## config.mk

```make
export PLATFORM = sky130hd
export DESIGN_NAME = muldiv_hilo_unit
export DESIGN_NICKNAME = d
export VERILOG_FILES = /design/src/rtl/muldiv_pkg.sv /design/src/rtl/muldiv_iter_core.sv /design/src/rtl/muldiv_hilo_unit.sv
export SDC_FILE = /design/constraint.sdc
export NUM_CORES = 1
export LEC_CHECK = 0
export BUFFER_PORTS_ARGS = -buffer_cell sky130_fd_sc_hd__buf_2
export CORE_MARGIN = 2
export CORE_UTILIZATION = 35
export CTS_CLUSTER_DIAMETER = 50
export DETAILED_ROUTE_END_ITERATION = 6
export PLACE_DENSITY = 0.58
export SYNTH_ARGS = -nofsm -noshare
export SYNTH_HDL_FRONTEND = slang
export SYNTH_HIERARCHICAL = 1
export SYNTH_SLANG_ARGS = --single-unit
```

## constraint.sdc

```tcl
create_clock -name clk -period 4.95 [get_ports clk]
set_clock_uncertainty 0.05 [all_clocks]
set_input_delay 0.99 -clock clk [delete_from_list [all_inputs] [get_ports clk]]
set_output_delay 0.99 -clock clk [all_outputs]
set_load 0.1 [all_outputs]
```

## src/rtl/muldiv_pkg.sv

```systemverilog
// Shared definitions for the multiply/divide HI/LO unit.
//   op_e    : operation encodings presented on the op port
//   state_e : control FSM states
//   is_signed / is_div : operation classification helpers
package muldiv_pkg;

  typedef enum logic [2:0] {
    MULT  = 3'd0,
    MULTU = 3'd1,
    DIV   = 3'd2,
    DIVU  = 3'd3,
    MTHI  = 3'd4,
    MTLO  = 3'd5
  } op_e;

  typedef enum logic [1:0] {
    IDLE = 2'd0,
    RUN  = 2'd1,
    FIX  = 2'd2
  } state_e;

  function automatic logic is_signed(input op_e o);
    return (o == MULT) || (o == DIV);
  endfunction

  function automatic logic is_div(input op_e o);
    return (o == DIV) || (o == DIVU);
  endfunction

endpackage

```

## src/rtl/muldiv_iter_core.sv

```systemverilog
// Iteration datapath: one result bit per step.
//   clk, rst  : clock, asynchronous active-high reset
//   load      : initialise accumulator/operand from op_a/op_b, clear counter
//   step      : perform one shift-add (multiply) or restoring-divide step
//   div_mode  : operation class captured on load (1 = divide)
//   op_a/op_b : unsigned magnitudes (multiplicand/dividend, multiplier/divisor)
//   result    : multiply -> product; divide -> {remainder, quotient}
//   count     : steps performed since load, saturating at WIDTH
module muldiv_iter_core #(
  parameter int unsigned WIDTH = 32,
  parameter int unsigned CNT_W = 6
) (
  input  logic               clk,
  input  logic               rst,
  input  logic               load,
  input  logic               step,
  input  logic               div_mode,
  input  logic [WIDTH-1:0]   op_a,
  input  logic [WIDTH-1:0]   op_b,
  output logic [2*WIDTH-1:0] result,
  output logic [CNT_W-1:0]   count
);

  localparam int unsigned AW = 2 * WIDTH + 1;

  logic [AW-1:0]    acc_q;
  logic [AW-1:0]    acc_n;
  logic [AW-1:0]    shl;
  logic [WIDTH-1:0] opnd_q;
  logic             mode_q;
  logic [CNT_W-1:0] cnt_q;
  logic [WIDTH:0]   upper;
  logic [WIDTH:0]   psum;
  logic [WIDTH:0]   trial;

  // Multiply: conditional add into the upper half, then shift the whole
  // accumulator right. Divide: shift left, keep the trial subtraction when
  // the partial remainder covers the divisor and shift in a quotient 1.
  always_comb begin
    upper = acc_q[AW-1:WIDTH];
    psum  = acc_q[0] ? upper + {1'b0, opnd_q} : upper;
    shl   = {acc_q[AW-2:0], 1'b0};
    trial = shl[AW-1:WIDTH] - {1'b0, opnd_q};
    if (mode_q) begin
      acc_n = (shl[AW-1:WIDTH] >= {1'b0, opnd_q}) ? {trial, shl[WIDTH-1:1], 1'b1} : shl;
    end else begin
      acc_n = {1'b0, psum, acc_q[WIDTH-1:1]};
    end
  end

  always_ff @(posedge clk or posedge rst) begin
    if (rst) begin
      acc_q  <= '0;
      opnd_q <= '0;
      mode_q <= 1'b0;
      cnt_q  <= '0;
    end else if (load) begin
      acc_q  <= {{(WIDTH + 1){1'b0}}, (div_mode ? op_a : op_b)};
      opnd_q <= div_mode ? op_b : op_a;
      mode_q <= div_mode;
      cnt_q  <= '0;
    end else if (step) begin
      acc_q <= acc_n;
      if (cnt_q != CNT_W'(WIDTH)) begin
        cnt_q <= cnt_q + CNT_W'(1);
      end
    end
  end

  assign result = acc_q[2*WIDTH-1:0];
  assign count  = cnt_q;

endmodule

```

## src/rtl/muldiv_hilo_unit.sv

```systemverilog
// Iterative multiply/divide unit with HI/LO registers for the EX stage.
//   clk, rst : clock, asynchronous active-high reset
//   start    : EX instruction is a muldiv op (sampled only in IDLE)
//   op       : MULT, MULTU, DIV, DIVU, MTHI, MTLO
//   flush    : squash in-flight op; blocks start in IDLE
//   rd_hilo  : EX instruction reads HI/LO
//   a, b     : rs / rt operands
//   busy     : operation in progress (RUN or FIX)
//   done     : one-cycle pulse, hi/lo hold the new result
//   stall    : busy & (rd_hilo | start)
//   hi, lo   : HI and LO registers
module muldiv_hilo_unit
  import muldiv_pkg::*;
#(
  parameter int unsigned WIDTH = 32,
  parameter int unsigned CNT_W = 6
) (
  input  logic             clk,
  input  logic             rst,
  input  logic             start,
  input  logic [2:0]       op,
  input  logic             flush,
  input  logic             rd_hilo,
  input  logic [WIDTH-1:0] a,
  input  logic [WIDTH-1:0] b,
  output logic             busy,
  output logic             done,
  output logic             stall,
  output logic [WIDTH-1:0] hi,
  output logic [WIDTH-1:0] lo
);

  localparam logic [CNT_W-1:0] LAST = CNT_W'(WIDTH - 1);

  state_e             state, state_n;
  op_e                op_c;
  logic               load, step, wr_fix, wr_hi, wr_lo;
  logic               sgn_op, div_op, a_neg, b_neg;
  logic [WIDTH-1:0]   mag_a, mag_b, a_raw_q;
  logic               neg_q_q, neg_r_q, div_q, dz_q;
  logic [2*WIDTH-1:0] result, prod_fix;
  logic [WIDTH-1:0]   quo_fix, rem_fix;
  logic [CNT_W-1:0]   count;

  assign op_c   = op_e'(op);
  assign sgn_op = is_signed(op_c);
  assign div_op = is_div(op_c);
  assign a_neg  = sgn_op & a[WIDTH-1];
  assign b_neg  = sgn_op & b[WIDTH-1];
  assign mag_a  = a_neg ? -a : a;
  assign mag_b  = b_neg ? -b : b;

  muldiv_iter_core #(
    .WIDTH(WIDTH),
    .CNT_W(CNT_W)
  ) u_core (
    .clk     (clk),
    .rst     (rst),
    .load    (load),
    .step    (step),
    .div_mode(div_op),
    .op_a    (mag_a),
    .op_b    (mag_b),
    .result  (result),
    .count   (count)
  );

  always_ff @(posedge clk or posedge rst) begin
    if (rst) state <= IDLE;
    else     state <= state_n;
  end

  always_comb begin
    state_n = state;
    load    = 1'b0;
    step    = 1'b0;
    wr_fix  = 1'b0;
    wr_hi   = 1'b0;
    wr_lo   = 1'b0;
    case (state)
      IDLE: begin
        if (start && !flush) begin
          case (op_c)
            MULT, MULTU: begin
              load    = 1'b1;
              state_n = RUN;
            end
            DIV, DIVU: begin
              load    = 1'b1;
              state_n = (b == '0) ? FIX : RUN;
            end
            MTHI:    wr_hi = 1'b1;
            MTLO:    wr_lo = 1'b1;
            default: state_n = IDLE;
          endcase
        end
      end
      RUN: begin
        if (flush) begin
          state_n = IDLE;
        end else begin
          step = 1'b1;
          if (count == LAST) state_n = FIX;
        end
      end
      FIX: begin
        state_n = IDLE;
        wr_fix  = !flush;
      end
      default: state_n = IDLE;
    endcase
  end

  // Result signs are fixed at capture; the datapath only sees magnitudes.
  always_ff @(posedge clk or posedge rst) begin
    if (rst) begin
      a_raw_q <= '0;
      neg_q_q <= 1'b0;
      neg_r_q <= 1'b0;
      div_q   <= 1'b0;
      dz_q    <= 1'b0;
    end else if (load) begin
      a_raw_q <= a;
      neg_q_q <= sgn_op & (a[WIDTH-1] ^ b[WIDTH-1]);
      neg_r_q <= sgn_op & a[WIDTH-1];
      div_q   <= div_op;
      dz_q    <= div_op && (b == '0);
    end
  end

  always_comb begin
    prod_fix = neg_q_q ? -result : result;
    quo_fix  = neg_q_q ? -result[WIDTH-1:0] : result[WIDTH-1:0];
    rem_fix  = neg_r_q ? -result[2*WIDTH-1:WIDTH] : result[2*WIDTH-1:WIDTH];
  end

  always_ff @(posedge clk or posedge rst) begin
    if (rst) begin
      hi   <= '0;
      lo   <= '0;
      done <= 1'b0;
    end else begin
      done <= wr_fix;
      if (wr_fix) begin
        if (dz_q) begin
          hi <= a_raw_q;
          lo <= '1;
        end else if (div_q) begin
          hi <= rem_fix;
          lo <= quo_fix;
        end else begin
          {hi, lo} <= prod_fix;
        end
      end else begin
        if (wr_hi) hi <= a;
        if (wr_lo) lo <= a;
      end
    end
  end

  assign busy  = (state != IDLE);
  assign stall = busy & (rd_hilo | start);

endmodule

```

==> run_results.csv, run 1 <==
group,metric,value,unit
setup_path,critPathMaxFanout,19,
clock_tree,cts_root_buf,"clkbuf_16",
status,violations,"design-rule violations",
setup_path,startpoint,"u_core/acc_q[41]",
sta,worst_pin_slew,1.08,ns
synth,ys_warn_count,6,
hold_path,worstHoldPathType,"flip-flop to flip-flop",
place,port_buffers,138,
sta,setup_violations,0,
synth,synth_area,18500,sq um
setup_path,required,5.36,ns
final_layout,finalCoreUtilization,0.392,
synth,ys_types,94,
floorplanning,die_w,234,um
routing,via_per_inst,6.21,
sta,worst_hold_slack,0.422,ns
final_layout,nNetsFinal,2480,
power,leakage,0.00893,uW
clock_tree,cts.clk_slew.worst_paths,0.06,ns
global_route,grt_pass1_vias,17900,
setup_path,start_kind,"flip-flop",
routing,drc,1,
place,dpl_cell_area,19500,sq um
place,gp_congestion,1.01,
status,status,"complete, but fails checks",
sta,maxSlewHeadroom,0.273,
synth,synth.largest_area_cell,"dfrtp_1",
synth,synth_edf_count,0,
power,power_density,570,nW/um^2
routing,drt-total-wl,79300,um
synth,ys_async_sr_fraction,1.00,
sta,min_period_over_period,0.785,
floorplanning,floorplan.initialDensity,0.353,
final_layout,final_area,20500,sq um
sta,final_max_slew_viol_count,0,
hold_path,hp-start,"a_raw_q[19]",
floorplanning,num_rows,84,
final_layout,areaGrowthSynthToFinish,10.9,%
synth,yosys.area.top_type_share,0.280,
clock_tree,htreeDepth,1,
floorplanning,fp.dieH,234,um
floorplanning,dieArea,54800,sq um
synth,seq_area_frac_synth,0.280,
routing,first_pass_iters,7,
routing,drtIter0Drc,1958,
global_route,overflow,0,
final_layout,num-fill-cells,5378,
floorplanning,core_area,52400,sq um
setup_path,reg2reg_from,"u_core/acc_q[41]",
clock_tree,cts_setup_buffers,0,
final_layout,drive_above_1_share,0.132,
clock_tree,cts_sinks,207,
global_route,grt_pass1_wl,117000,um
clock_tree,clockBufferDepth,3,
setup_path,cp.arrival,4.30,ns
setup_path,crit_type,"flip-flop to flip-flop",
sta,setup_tns,0,ns
synth,synth_flop_cell,"dfrtp_1",
final_layout,final_common_cell,"nand2_1",
final_layout,diodes,0,
place,dp_hpwl,61200,um
clock_tree,holdBufCountCts,0,
synth,syn_area_per_cell,8.03,sq um
routing,wl_per_cell,26.0,um
clock_tree,cts_tree,"built",
synth,synth.ff_latch_count,207,
final_layout,most-common-layout-cells,"nand2_1, dfrtp_1, nor2_1",
routing,drtAntennaViolNets,0,
global_route,grtUsageTotal,0.284,
synth,syn_nets,2452,
sta,max_freq,0.257,GHz
sta,hold_viol,0,
synth,syn_inst,2308,
routing,vias,18900,
flow_run,maxCapViolations,0,
floorplanning,ios,139,
power,total_power,11700,uW
setup_path,end_kind,"flip-flop",
sta,rsz0062_at_grt,"false",
power,vdd_ir_drop_max,0.289,mV
clock_tree,cts_made_buffers,31,
global_route,grt_max_degree,139,
synth,synth.area.top_cells,"dfrtp_1, mux2i_1, nand2_1",
sta,fin_crit,3.89,ns
clock_tree,post_cts_resized,0,
global_route,grt_antenna_before_repair,3,
clock_tree,insertion_delay,0.61,ns
## power breakdown
group / switching [uW] / internal [uW]
Sequential: 722 / 2110
Clock: 935 / 1260
Combinational: 4510 / 2170
## cells by family after synthesis
logic type	after synthesis	share of synthesized area
multiplexers	136	0.0744
adder cells (fa/ha/maj)	72	0.0494
buffers and inverters	283	0.0717
AND/OR/NAND/NOR	784	0.208
XOR/XNOR	154	0.0728
flip-flops	207	0.280
AO/OA/AOI/OAI	672	0.244
## synth_stat cells, types with 7 or more instances
cell type	count
buf_4	65
nor2b_1	11
nand3_1	50
o22ai_1	8
o21a_1	16
nor2_1	179
nand4_1	29
xor2_1	69
and3_1	18
a22oi_1	19
o41ai_1	18
o31ai_1	35
o2111ai_1	8
a222oi_1	14
o221ai_1	7
o31a_1	10
a211oi_1	63
or3_1	12
buf_1	11
nor3_1	60
nand2_1	282
nor4_1	24
nand3b_1	9
o21ai_0	121
a21o_1	35
or2_2	11
and2_1	12
a221oi_1	10
nand2b_1	16
inv_1	83
or4_1	23
dfrtp_1	207
ha_1	70
a31oi_1	27
nor3b_1	8
o21bai_1	9
a21oi_1	175
clkbuf_1	109
a211o_1	11
o211ai_1	17
a32oi_1	16
mux2_2	10
buf_2	11
mux2i_1	125
xnor2_1	85
## state kept, by name (all words and copies together) (netlist names)
signal	flops
neg_q_q	1
u_core/opnd_q	32
done	1
u_core/acc_q	65
hi	32
u_core/mode_q	1
neg_r_q	1
state	2
div_q	1
lo	32
dz_q	1
u_core/count	6
a_raw_q	32
## worst max-delay path, cell delays in order, from the launching register on
cell	delay (ns)
dfrtp_1	0.68
ha_1	0.39
nand3_1	0.28
nor4_1	0.10
and4_1	0.21
nor3_1	0.19
o21a_1	0.84
nand2_4	0.39
a211oi_1	0.46
o21ai_0	0.15
## per-stage QoR
step                instances  worst slack (ns)
floorplan                2308              1.18
global placement         2991              1.13
detailed placement       2991              1.11
CTS                      3048              1.14
global route             3048             0.857
finish                   3048              1.06
## metal layers
metal / track usage / routed length, um / part of all wire
met1: 0.392 / 34100 / 0.43
met2: 0.424 / 33700 / 0.43
met3: 0.0604 / 7600 / 0.096
met4: 0.126 / 3890 / 0.049
met5: 0 / 23 / 0.00029
## layout make-up
type                            count  area (sq um)  share of cell area
Clock inverter                     21           193             0.00938
Timing Repair Buffer              193          1120              0.0543
Sequential cell                   207          5180               0.252
Multi-Input combinational cell   1818         12000               0.586
Inverter                           85           327              0.0159
Clock buffer                       36           825              0.0401
Tap cell                          688           861              0.0419
## worst paths after layout
check	end	slack, ns	depth (start not counted)
setup / recovery	u_core/acc_q[43]	1.06	9
max in group asynchronous	neg_q_q	3.26	3
min in group asynchronous	u_core/acc_q[1]	0.43	2
hold / removal	a_raw_q[19]	0.42	2
hold reg to reg	a_raw_q[19]	0.42	2
setup reg to reg	u_core/acc_q[43]	1.06	9
Note: power is estimated with default switching activity, not from simulation.
==> run 2, diff against run 1 <==
--- a/config.mk
+++ b/config.mk
@@ -5,6 +5,7 @@
 export SDC_FILE = /design/constraint.sdc
 export NUM_CORES = 1
 export LEC_CHECK = 0
+export ABC_AREA = 1
 export BUFFER_PORTS_ARGS = -buffer_cell sky130_fd_sc_hd__buf_2
 export CORE_MARGIN = 2
 export CORE_UTILIZATION = 35
==> constraint.sdc (replaced) <==
create_clock -name clk -period 4.06 [get_ports clk]
set_clock_uncertainty 0.05 [all_clocks]
set_input_delay 0.812 -clock clk [delete_from_list [all_inputs] [get_ports clk]]
set_output_delay 0.812 -clock clk [all_outputs]
set_load 0.1 [all_outputs]
==> run 2 against run 1 <==
  * The run now ends clean
  * Worst hold slack worse by 0.065 ns
  * Synthesized cell count increased by 47%
  * Count of clock-buffer cells in the layout is the same
  * First-iteration DRC count rose by 26%
  * Worst setup slack worse by 0.18 ns
  * Total power up 51%
  * Wire length is 9.3% higher
  * Highest routed layer unchanged
==> run_results.csv, run 2 <==
group,metric,value,unit
clock_tree,cts_setup_buffers,0,
final_layout,areaGrowthSynthToFinish,10.0,%
routing,drtIter0Drc,2459,
synth,syn_nets,3531,
routing,drc,0,
clock_tree,cts_sinks,207,
floorplanning,ios,139,
hold_path,worstHoldPathType,"input pin to async pin",
clock_tree,holdBufCountCts,0,
setup_path,required,4.46,ns
synth,synth.ff_latch_count,207,
sta,fin_crit,3.18,ns
place,dp_cells,4150,
synth,yosysMostFrequentCell,"nand2_1",
floorplanning,core_area,57800,sq um
place,port_buffers,138,
global_route,grtUsageMet2,0.433,
synth,synth.area.top_cells,"dfrtp_1, nand2_1, inv_1",
final_layout,final_common_cell,"nand2_1",
setup_path,start_kind,"flip-flop",
synth,syn_inst,3387,
routing,wl_per_cell,20.6,um
floorplanning,dieArea,60400,sq um
sta,worst_hold_slack,0.358,ns
routing,drtAntennaViolNets,0,
final_layout,drive_above_1_share,0.0949,
sta,final_max_slew_viol_count,0,
synth,synthTopCellsByCount,"nand2_1, inv_1, nor2_1",
power,leakage,0.0114,uW
clock_tree,cts.clk_slew.worst_paths,0.06,ns
sta,setup_tns,0,ns
global_route,grt_max_degree,104,
routing,vias,22500,
global_route,use_met1,0.394,
final_layout,largest-register,"u_core/acc_q",
global_route,grt_antenna_before_repair,2,
synth,ys_warn_count,6,
place,gp_congestion,1.02,
clock_tree,cts_root_buf,"clkbuf_16",
synth,synth_flop_cell,"dfrtp_1",
synth,ys_async_sr_fraction,1.00,
synth,synth_edf_count,0,
clock_tree,htreeDepth,1,
synth,yosys.area.top_type_share,0.253,
sta,min_period_over_period,0.783,
global_route,met3_usage,0.0392,
routing,via_per_inst,5.35,
final_layout,fin_cells,4202,
floorplanning,fp.dieH,246,um
sta,rsz0062_at_grt,"false",
clock_tree,insertion_delay,0.58,ns
routing,drt-total-wl,86700,um
sta,setup_violations,0,
synth,synth.largest_area_cell,"dfrtp_1",
final_layout,nNetsFinal,3560,
final_layout,num-fill-cells,6416,
setup_path,startpoint,"u_core/acc_q[52]",
floorplanning,floorplan.initialDensity,0.354,
global_route,overflow,0,
clock_tree,clockBufferDepth,3,
synth,ys_types,55,
setup_path,critPathMaxFanout,34,
status,status,"finished, final reports clean",
sta,worst_pin_slew,0.861,ns
power,power_density,786,nW/um^2
final_layout,most-common-layout-cells,"nand2_1, inv_1, nor2_1",
routing,first_pass_iters,6,
clock_tree,post_cts_resized,0,
power,total_power,17700,uW
floorplanning,num_rows,88,
setup_path,crit_type,"flip-flop to flip-flop",
global_route,grtUsageTotal,0.280,
sta,max_freq,0.314,GHz
clock_tree,cts_tree,"built",
final_layout,finalCoreUtilization,0.390,
clock_tree,cts_made_buffers,29,
setup_path,reg2reg_from,"u_core/acc_q[52]",
synth,synth_area,20500,sq um
global_route,grt_pass1_wl,128000,um
flow_run,maxCapViolations,0,
synth,seq_area_frac_synth,0.253,
synth,syn_area_per_cell,6.05,sq um
setup_path,end_kind,"flip-flop",
final_layout,diodes,0,
sta,maxSlewHeadroom,0.420,
power,vdd_ir_drop_max,0.712,mV
sta,hold_viol,0,
global_route,grt_pass1_vias,20300,
setup_path,cp.arrival,3.58,ns
floorplanning,die_w,246,um
final_layout,largest_register_ffs,65,
place,dp_hpwl,69000,um
global_route,top_usage_layer,"met2",
==> run 2: cell families (layout without fill, tap and decap cells) <==
group	count (synthesis)	after routing	share of synthesized area
DFF	207	207	0.253
xor gates and xnor gates	89	89	0.0381
buffers and inverters	661	711	0.136
adders and majority gates	72	72	0.0447
muxes	1	1	0.000489
AOI/OAI and AO/OA	599	599	0.166
and+or+nand+nor	1758	1758	0.361
==> run 2: worst max-delay path: stages, from the launching register on <==
cell and delay, ns:
dfrtp_1 0.61, ha_1 0.48, nand2_1 0.16, nor2_4 0.13
inv_2 0.07, nor4_4 0.31, nand2_2 0.24, nand2_4 0.42
nand2_2 0.27, o21ai_0 0.14, nand2_1 0.07, nand2_1 0.06
nand2_1 0.04
==> run 2: metal layers <==
layer  routed length, um  up-vias
met5                  11        -
met4                3780        2
met3                7460      157
met2               37500     1050
met1               38000    10400
li1                    -    10900
==> run 2: final timing paths <==
kind | depth (start not counted) | endpoint | slack, ns
min in group clk | 2 | lo[6] | 0.43
setup reg to reg | 12 | u_core/acc_q[54] | 0.88
hold reg to reg | 2 | lo[6] | 0.43
hold / removal | 2 | u_core/count[4] | 0.36
max in group asynchronous | 3 | u_core/acc_q[61] | 2.80
setup / recovery | 12 | u_core/acc_q[54] | 0.88
==> run 2: final cells by class <==
cell class | instances | area, sq um | share of cell area
Multi-Input combinational cell | 2519 | 12500 | 0.556
Sequential cell | 207 | 5180 | 0.230
Inverter | 472 | 1780 | 0.0789
Timing Repair Buffer | 187 | 1120 | 0.0498
Tap cell | 765 | 957 | 0.0425
Clock buffer | 36 | 782 | 0.0347
Clock inverter | 16 | 188 | 0.00833
==> run 2: through the flow <==
step,area (sq um),setup WS [ns]
global placement,21600,0.800
detailed placement,21600,0.782
CTS,22500,0.976
finish,22500,0.880
global route,22500,0.751
floorplan,20500,0.466
==> run 2: power by group <==
group          total [uW]  internal [uW]  leakage (uW)  switching [uW]
Clock                2630           1560      0.000469            1070
Sequential           3790           2730       0.00255            1050
Combinational       11300           3040       0.00842            8260
Total               17700           7340        0.0114           10400
==> run 3, diff against run 2 <==
--- a/config.mk
+++ b/config.mk
@@ -11,7 +11,7 @@
 export CORE_UTILIZATION = 35
 export CTS_CLUSTER_DIAMETER = 50
 export DETAILED_ROUTE_END_ITERATION = 6
-export PLACE_DENSITY = 0.58
+export PLACE_DENSITY = 0.6
 export SYNTH_ARGS = -nofsm -noshare
 export SYNTH_HDL_FRONTEND = slang
 export SYNTH_HIERARCHICAL = 1
==> constraint.sdc (replaced) <==
create_clock -name clk -period 2.8 [get_ports clk]
set_clock_uncertainty 0.05 [all_clocks]
set_input_delay 0.56 -clock clk [delete_from_list [all_inputs] [get_ports clk]]
set_output_delay 0.56 -clock clk [all_outputs]
set_load 0.1 [all_outputs]
==> run 3 against run 2 <==
  * Flip-flop and latch count did not move
  * Total power up 55%
  * Critical path depth increased by 2
  * Register-to-register slack got worse by 0.77 ns
  * Highest routed layer is now met4
  * Die area is the same
==> run_results.csv, run 3 (synthesis gave the netlist of run 2 again) <==
group,metric,value,unit
status,status,"finished, final reports clean",
setup_path,start_kind,"flip-flop",
final_layout,fin_cells,4353,
sta,worst_pin_slew,0.928,ns
clock_tree,clockBufferDepth,3,
power,power.switching,15600,uW
clock_tree,cts_root_buf,"clkbuf_16",
routing,drtAntennaViolNets,0,
clock_tree,insertion_delay,0.60,ns
global_route,grt_pass1_vias,21300,
sta,maxSlewHeadroom,0.375,
routing,drc,0,
floorplanning,core_area,57800,sq um
power,leakage,0.0122,uW
floorplanning,die_w,246,um
setup_path,r2r_slack,0.11,ns
clock_tree,cts.clk_slew.worst_paths,0.06,ns
setup_path,path_cells,"ha_1 > nand2_1 > nor2_1 > nand2_1 > inv_1 > nand2_1 > nand2_1 > nand2_1 > nand2_1 > nand2_1 > nand3_1 > nand2_1 > nand3_1 > nand2_1",
routing,first_pass_iters,7,
final_layout,diodes,0,
power,pwr-share-clk,0.151,
final_layout,areaGrowthSynthToFinish,16.5,%
setup_path,cpMaxStageDelayCell,"dfrtp_1",
power,total_power,27400,uW
setup_path,slowest_delay,0.51,ns
setup_path,end_kind,"flip-flop",
clock_tree,cts_sinks,207,
flow_run,maxCapViolations,0,
routing,drtIter0Drc,2296,
power,swShare,0.570,
place,dp_cells,4295,
power,p_int,11800,uW
power,vdd_ir_drop_max,0.951,mV
power,seq_power_share,0.184,
final_layout,drive_above_1_share,0.134,
final_layout,nNetsFinal,3708,
floorplanning,fp.dieH,246,um
sta,rsz0062_at_grt,"false",
sta,setup_tns,0,ns
global_route,grt_pass1_wl,134000,um
global_route,grt_max_degree,103,
setup_path,critPathMaxFanout,6,
setup_path,crit_type,"flip-flop to flip-flop",
global_route,grt_antenna_before_repair,0,
final_layout,final_common_cell,"nand2_1",
floorplanning,dieArea,60400,sq um
floorplanning,num_rows,88,
setup_path,cpMostUsedCell,"nand2_1",
power,power_density,1150,nW/um^2
floorplanning,floorplan.initialDensity,0.354,
place,dp_hpwl,73700,um
clock_tree,htreeDepth,1,
sta,min_period_over_period,0.962,
sta,setup_violations,0,
routing,wl_per_cell,20.8,um
floorplanning,ios,139,
final_layout,largest_register_ffs,65,
place,port_buffers,138,
place,preCtsSetupSlack,-0.0124,ns
place,gp_congestion,1.01,
routing,via_per_inst,5.32,
power,pwr-share-comb,0.665,
global_route,overflow,0,
place,dpl_cell_area,22700,sq um
routing,drt-total-wl,90600,um
clock_tree,cts_tree,"built",
routing,vias,23200,
sta,fin_crit,2.69,ns
sta,max_freq,0.371,GHz
final_layout,final_area,23800,sq um
sta,final_max_slew_viol_count,0,
setup_path,required,3.23,ns
sta,layout_setup_ws,0.107,ns
sta,hold_viol,0,
final_layout,most-common-layout-cells,"nand2_1, inv_1, nor2_1",
global_route,grtUsageTotal,0.296,
setup_path,cp.arrival,3.13,ns
hold_path,worstHoldPathType,"input pin to flip-flop",
clock_tree,cts_made_buffers,30,
final_layout,largest-register,"u_core/acc_q",
-- run 3: cell count changes in the layout (fill, tap and decap cells not counted), moves of 2 or more --
cell and delta:
buf_4 +139, buf_12 +7, clkbuf_1 -2, clkbuf_8 +2, clkinv_2 -2, clkinv_4 +2
inv_4 -2
-- run 3: power by group through the flow --
stage / logic [uW] / clock network (uW) / registers [uW]
CTS: 17900 / 4170 / 5000
detailed placement: 17800 / 0 / 5050
floorplan: 9950 / 0 / 7250
global route: 19800 / 4280 / 5130
finish: 18200 / 4150 / 5060
global placement: 17900 / 0 / 5030
-- run 3: worst paths after layout --
check	startpoint	to	depth (start not counted)
worst min-delay path	a[1]	a_raw_q[1]	3
worst min register to register	lo[6]	lo[6]	2
worst max register to register	u_core/acc_q[40]	u_core/acc_q[63]	14
worst max-delay path	u_core/acc_q[40]	u_core/acc_q[63]	14
max in group asynchronous	rst	hi[8]	4
min in group asynchronous	rst	u_core/opnd_q[1]	3
-- run 3: per-stage QoR --
step	util	hold slack (ns)
final	0.413	0.178
after global routing	0.413	0.185
after CTS	0.412	0.164
after detailed placement	0.393	0.423
after global placement	0.393	0.417
after floorplan	-	0.404
-- run 3: timing repair --
item | in CTS | in global routing
endpoints found under the hold margin | 4 | 0
resized for setup | 0 | 3
setup endpoints to repair | 0 | 4
buffers inserted | 0 | 1
hold buffers | 1 | 0
-- run 3: metal layers --
metal  global-route usage  wire [um]  vias to the layer above
met1                0.413      39700                    10700
met3               0.0537       8160                      180
met5                    0          0                        -
li1                     -          -                    11200
met2                0.442      37900                     1081
met4                0.132       4750                        0
-- run 3: final cells by class --
cell class                      instances  area (sq um)
Clock buffer                           37           827
Clock inverter                         19           254
Multi-Input combinational cell       2519         12500
Fill cell                            6300         34000
Inverter                              472          1780
Timing Repair Buffer                  334          2310
Tap cell                              765           957
Sequential cell                       207          5180
-- run 3: critical path, delay by kind of cell (launching register included) --
family	cells	cell delay, ns
fa+ha+maj	1	0.42
flops	1	0.51
buf+inv	1	0.08
simple gates	12	1.52
